$ cat src/rtl/sram32_if.sv
// Bus-side request/acknowledge channel between a master and the sram32_ctrl controller.
interface sram32_if #(
    parameter int ADDR_W = 22
) ();
    logic              req;
    logic              we;
    logic [ADDR_W-1:0] addr;
    logic [31:0]       wdata;
    logic [3:0]        be;
    logic              ack;
    logic [31:0]       rdata;

    modport master (output req, we, addr, wdata, be, input ack, rdata);
    modport slave  (input req, we, addr, wdata, be, output ack, rdata);
endinterface

$ cat src/rtl/sram32_ctrl.sv
// Single-word read/write sequencer for a 32-bit asynchronous SRAM with programmable wait states.
// Optional SRAM32_STATS_EN adds completed-read/write counters rd_count and wr_count.
module sram32_ctrl #(
    parameter int ADDR_W     = 22,
    parameter int READ_WAIT  = 2,
    parameter int WRITE_WAIT = 2
) (
    input  logic              refclk,
    input  logic              rst_n,
    sram32_if.slave           bus,
    output logic [ADDR_W-1:0] sram_adr,
    output logic              sram_ce_n,
    output logic              sram_oe_n,
    output logic              sram_we_n,
    output logic [3:0]        sram_be_n,
    output logic [31:0]       sram_d_o,
    output logic              sram_d_oe,
    input  logic [31:0]       sram_d_i
`ifdef SRAM32_STATS_EN
    ,
    output logic [31:0]       rd_count,
    output logic [31:0]       wr_count
`endif
);

    localparam int RdWait  = (READ_WAIT < 1) ? 1 : READ_WAIT;
    localparam int WrWait  = (WRITE_WAIT < 1) ? 1 : WRITE_WAIT;
    localparam int MaxWait = (RdWait > WrWait) ? RdWait : WrWait;
    localparam int CntW    = (MaxWait > 1) ? $clog2(MaxWait) : 1;
    localparam logic [CntW-1:0] RdLoad = CntW'(RdWait - 1);
    localparam logic [CntW-1:0] WrLoad = CntW'(WrWait - 1);

    typedef enum logic [2:0] {StIdle, StRd, StWrSetup, StWrPulse, StWrHold} state_e;

    state_e          state;
    logic [CntW-1:0] cnt;

    always_ff @(posedge refclk) begin
        if (!rst_n) begin
            state     <= StIdle;
            cnt       <= '0;
            bus.ack   <= 1'b0;
            bus.rdata <= '0;
            sram_adr  <= '0;
            sram_ce_n <= 1'b1;
            sram_oe_n <= 1'b1;
            sram_we_n <= 1'b1;
            sram_be_n <= 4'hF;
            sram_d_o  <= '0;
            sram_d_oe <= 1'b0;
`ifdef SRAM32_STATS_EN
            rd_count  <= '0;
            wr_count  <= '0;
`endif
        end else begin
            bus.ack <= 1'b0;
            unique case (state)
                StIdle: begin
                    // Gating on ack keeps the request being dropped from being taken twice.
                    if (bus.req && !bus.ack) begin
                        sram_adr  <= bus.addr;
                        sram_ce_n <= 1'b0;
                        if (bus.we) begin
                            state     <= StWrSetup;
                            sram_we_n <= 1'b1;
                            sram_d_oe <= 1'b1;
                            sram_d_o  <= bus.wdata;
                            sram_be_n <= ~bus.be;
                        end else begin
                            state     <= StRd;
                            cnt       <= RdLoad;
                            sram_oe_n <= 1'b0;
                            sram_be_n <= 4'h0;
                        end
                    end
                end
                StRd: begin
                    if (cnt == '0) begin
                        state     <= StIdle;
                        bus.rdata <= sram_d_i;
                        bus.ack   <= 1'b1;
                        sram_oe_n <= 1'b1;
                        sram_ce_n <= 1'b1;
                        sram_be_n <= 4'hF;
`ifdef SRAM32_STATS_EN
                        rd_count  <= rd_count + 32'd1;
`endif
                    end else begin
                        cnt <= cnt - 1'b1;
                    end
                end
                StWrSetup: begin
                    state     <= StWrPulse;
                    sram_we_n <= 1'b0;
                    cnt       <= WrLoad;
                end
                StWrPulse: begin
                    if (cnt == '0) begin
                        state     <= StWrHold;
                        sram_we_n <= 1'b1;
                    end else begin
                        cnt <= cnt - 1'b1;
                    end
                end
                StWrHold: begin
                    state     <= StIdle;
                    bus.ack   <= 1'b1;
                    sram_d_oe <= 1'b0;
                    sram_ce_n <= 1'b1;
                    sram_be_n <= 4'hF;
`ifdef SRAM32_STATS_EN
                    wr_count  <= wr_count + 32'd1;
`endif
                end
                default: state <= StIdle;
            endcase
        end
    end

endmodule

$ cat src/flat_wrapper.sv
// flat-port wrapper written by rule: the top's interface ports become plain ports
module sram32_ctrl_flat 
#(
    parameter int ADDR_W     = 22,
    parameter int READ_WAIT  = 2,
    parameter int WRITE_WAIT = 2
)
  (refclk, rst_n, sram_adr, sram_ce_n, sram_oe_n, sram_we_n, sram_be_n, sram_d_o, sram_d_oe, sram_d_i, bus_req, bus_we, bus_addr, bus_wdata, bus_be, bus_ack, bus_rdata);
  sram32_if #(.ADDR_W(ADDR_W)) bus_i ();
  input  logic refclk;
  input  logic rst_n;
  output logic [ADDR_W-1:0] sram_adr;
  output logic sram_ce_n;
  output logic sram_oe_n;
  output logic sram_we_n;
  output logic [3:0] sram_be_n;
  output logic [31:0] sram_d_o;
  output logic sram_d_oe;
  input  logic [31:0] sram_d_i;
  input wire logic [$bits(bus_i.req)-1:0] bus_req;
  input wire logic [$bits(bus_i.we)-1:0] bus_we;
  input wire logic [$bits(bus_i.addr)-1:0] bus_addr;
  input wire logic [$bits(bus_i.wdata)-1:0] bus_wdata;
  input wire logic [$bits(bus_i.be)-1:0] bus_be;
  output wire logic [$bits(bus_i.ack)-1:0] bus_ack;
  output wire logic [$bits(bus_i.rdata)-1:0] bus_rdata;
  assign bus_i.req = bus_req;
  assign bus_i.we = bus_we;
  assign bus_i.addr = bus_addr;
  assign bus_i.wdata = bus_wdata;
  assign bus_i.be = bus_be;
  assign bus_ack = bus_i.ack;
  assign bus_rdata = bus_i.rdata;
  sram32_ctrl #(.ADDR_W(ADDR_W), .READ_WAIT(READ_WAIT), .WRITE_WAIT(WRITE_WAIT)) u_core (.refclk(refclk), .rst_n(rst_n), .bus(bus_i), .sram_adr(sram_adr), .sram_ce_n(sram_ce_n), .sram_oe_n(sram_oe_n), .sram_we_n(sram_we_n), .sram_be_n(sram_be_n), .sram_d_o(sram_d_o), .sram_d_oe(sram_d_oe), .sram_d_i(sram_d_i));
endmodule
$ cat config.mk
export PLATFORM = sky130hd
export DESIGN_NAME = sram32_ctrl_flat
export DESIGN_NICKNAME = d
export VERILOG_FILES = /design/src/rtl/sram32_if.sv /design/src/rtl/sram32_ctrl.sv /design/src/flat_wrapper.sv
export SDC_FILE = /design/constraint.sdc
export NUM_CORES = 1
export LEC_CHECK = 0
export CORE_MARGIN = 5
export CORE_UTILIZATION = 35
export CTS_BUF_LIST = sky130_fd_sc_hd__clkbuf_16
export DETAILED_ROUTE_END_ITERATION = 10
export GPL_TIMING_DRIVEN = 0
export PLACE_DENSITY = 0.84
export SETUP_SLACK_MARGIN = 0.15
export SYNTH_ARGS = -nofsm -noshare
export SYNTH_HDL_FRONTEND = slang
export SYNTH_SLANG_ARGS = --single-unit
$ cat constraint.sdc
create_clock -name refclk -period 1.28 [get_ports refclk]
set_input_delay 0.192 -clock refclk [delete_from_list [all_inputs] [get_ports refclk]]
set_output_delay 0.192 -clock refclk [all_outputs]
set_load 0.02 [all_outputs]
==> run metrics <==
status complete, but fails checks; antenna violations before repair 0; total CTS buffers 9; DP HPWL 8800 µm; WP depth 7; Post-synth EDFFs 0; final worst path period need 1.40 ns; slowest CP cell or3_4; crit path launch u_core.state[0]; Leak 2.68 nW; Syn Area/Cell 8.11 µm²; placed cell areas around 5700 µm²; total iterations of the first detailed-routing run 4; Hold Path Class input port to flop; Ys Warns 0; total congestion overflow 0; ordered cell list for the critical path buf_6 -> nand2b_4 -> or3_4 -> buf_6 -> buf_6 -> nand2_1 -> a21oi_1; CP endpoint kind flop; DR WL/cell ~16 µm; Top FF cell, synth dfxtp_1; final hold vios 0; Seq/Total Area, Yosys 0.550; largest net degree at the start of global routing 15; Worst R2R Setup Slack -0.12 ns; design area roughly 6200 µm²; # rows 37; worst-margin pin slew ~0.32 ns; Critical path buffers and inverters 3; vias around 3.8k; core area around 10000 µm²; Routed Antenna Nets 0; Crit Path Class flop to flop; Pwr Density 1340 nW/µm²; #FFs+latches synth 99; Setup Viol. Count Final between 80 and 90; CTS tree done; pre-CTS setup slack -0.821 ns; Final Util 0.610; first-iteration detailed-routing DRC count between 200 and 300; final wirelength between 10000 and 15000 µm; CP required 1.49 ns; GRT Overall Usage 0.192; # diodes 0; CP peak stage delay 0.33 ns; first-pass GRT wire length 19700 µm; end point of the critical path u_core.bus.rdata[23]; die footprint ~12000 µm²; RSZ-0062 raised after global routing true; skew final 0.0108 ns; GP Congestion 0.806; Synth Net Count approximately 540; nature of the critical path startpoint flop; clk sinks between 90 and 100; NumNets Final 759; Max VDD drop 593 µV; Relative slew margins 0.789; synth-to-layout area growth 72.6%; Final WS setup -0.116 ns; max-cap violations 0; Post-Route Setup TNS -6.36 ns; Worst path most repeated cell buf_6; Crit path max-delay family simple AND/OR/NAND/NOR gates; failing checks setup timing; CTS Root Buffer Type clkbuf_16; path depth of the worst reg2reg path 7; WP data arrival 1.61 ns; via density per instance 4.77; Synth async-reset ratio 0; Yosys cell types 30; Post-Synthesis Cells 444; Critical R2R Launch u_core.state[0]; Max Root-Sink Buffers 2; Starting Density 0.354; worst skew pair latency 0.34 ns; Max Slew Vio Count 0; Power Total 8.31 mW; layout cell share with drive strength beyond 1 0.380; number of global-route vias before repair approximately 3.9k; cell area after synthesis 3600 µm²; clock-pin slew on the worst setup and hold paths 0.07 ns; H-tree depth 3; Die Height 111 µm; Reg-to-Reg End u_core.bus.rdata[23]; critical path fanouts, max 10; # IOs between 150 and 200; post-route clock period utilization 1.09; port buffer count between 150 and 200; DIE WIDTH 111 µm; FMAX 0.717 GHz; DRC Markers 0
## flip-flops by register name, summed over array words and instances, names as in the netlist, 3 cells and up
name,flops
u_core.state,3
u_core.sram_be_n,4
u_core.sram_d_o,32
u_core.sram_adr,22
u_core.bus.rdata,32
## worst min-delay path, stage by stage
cell	delay, ns
clkdlybuf4s50_1	0.40
nand2_1	0.05
a21oi_1	0.05
## stage by stage
stage | cells | hold WS, ns
finish | 805 | 0.401
CTS | 798 | 0.387
global route | 805 | 0.402
floorplan | 444 | 0.254
detailed placement | 768 | 0.446
global placement | 768 | 0.439
## cell usage in the layout, fill, tap and decap left out, drive strengths merged
cell type and n:
a21oi 91, inv 5, o221a 1, bufinv 1, o21ai 5, o31a 4
o32a 1, clkbuf 19, clkdlybuf4s50 92, nor3 3, a211oi 1, nor2 5
clkinv 3, o311a 1, and2 2, dlygate4sd2 1, clkdlybuf4s15 2, a21boi 1
dfxtp 99, nand3 5, or2b 1, nand2b 5, xor2 1, nor2b 1
and3b 1, and3 1, or3 2, buf 137, nand2 178
## where the power goes
group	switching (mW)	leakage [nW]	internal [mW]
Combinational	1.23	1.73	1.07
Sequential	0.134	0.810	3.34
Clock	1.06	0.143	1.47
## synth_stat cells, types with 4 or more instances
| library cell | count | area, µm² |
|---|---|---|
| nand2b_1 | 4 | 25.0 |
| clkbuf_1 | 10 | 37.5 |
| o31a_1 | 4 | 35.0 |
| nor2_1 | 5 | 18.8 |
| buf_2 | 10 | 50.1 |
| a21oi_1 | 91 | 455 |
| buf_4 | 4 | 30.0 |
| dfxtp_1 | 99 | 1980 |
| buf_6 | 7 | 78.8 |
| o21ai_0 | 5 | 25.0 |
| nand3_1 | 5 | 25.0 |
| nand2_1 | 178 | 668 |
## repair_timing
| action | in CTS | in global routing |
|---|---|---|
| pin swaps | 33 | 42 |
| hold endpoints to repair | 0 | 0 |
| buffers inserted | 9 | 6 |
| endpoints found under the setup margin | 190 | 120 |
| hold buffers | 0 | 0 |
| resized for setup | 447 | 100 |
| cloned | 6 | 1 |
## worst min path at each step
| stage | startpoint | to | slack (ns) | cells past startpoint |
|---|---|---|---|---|
| final | sram_d_i[11] | u_core.bus.rdata[11] | 0.40 | 3 |
| after global routing | bus_addr[20] | u_core.sram_adr[20] | 0.40 | 3 |
| after CTS | bus_we | u_core.sram_oe_n | 0.39 | 3 |
| after detailed placement | u_core.sram_adr[12] | u_core.sram_adr[12] | 0.45 | 2 |
| after global placement | u_core.bus.rdata[7] | u_core.bus.rdata[7] | 0.44 | 2 |
| after floorplan | rst_n | u_core.sram_ce_n | 0.25 | 1 |
## area by class of cell
| cell class | instances | area, µm² |
|---|---|---|
| Buffer | 32 | 333 |
| Clock buffer | 9 | 225 |
| Clock inverter | 6 | 50.0 |
| Fill cell | 898 | 3970 |
| Inverter | 3 | 11.3 |
| Multi-Input combinational cell | 310 | 1790 |
| Sequential cell | 99 | 1990 |
| Tap cell | 136 | 170 |
| Timing Repair Buffer | 210 | 1650 |
## logic make-up (layout without fill, tap and decap cells)
group / Yosys count / after routing / synth area share
buf+inv: 35 / 260 / 0.0587
compound gates: 105 / 105 / 0.156
flops: 99 / 99 / 0.550
xor+xnor: 1 / 1 / 0.00243
simple gates: 204 / 204 / 0.232
## layer usage
layer | track usage | vias up | part of all wire
met4 | 0.0592 | 0 | 0.015
met3 | 0.0560 | 18 | 0.068
li1 | - | 1883 | -
met5 | 0 | - | 0
met2 | 0.353 | 133 | 0.51
met1 | 0.213 | 1806 | 0.40
(Power assumes the default switching activity.)
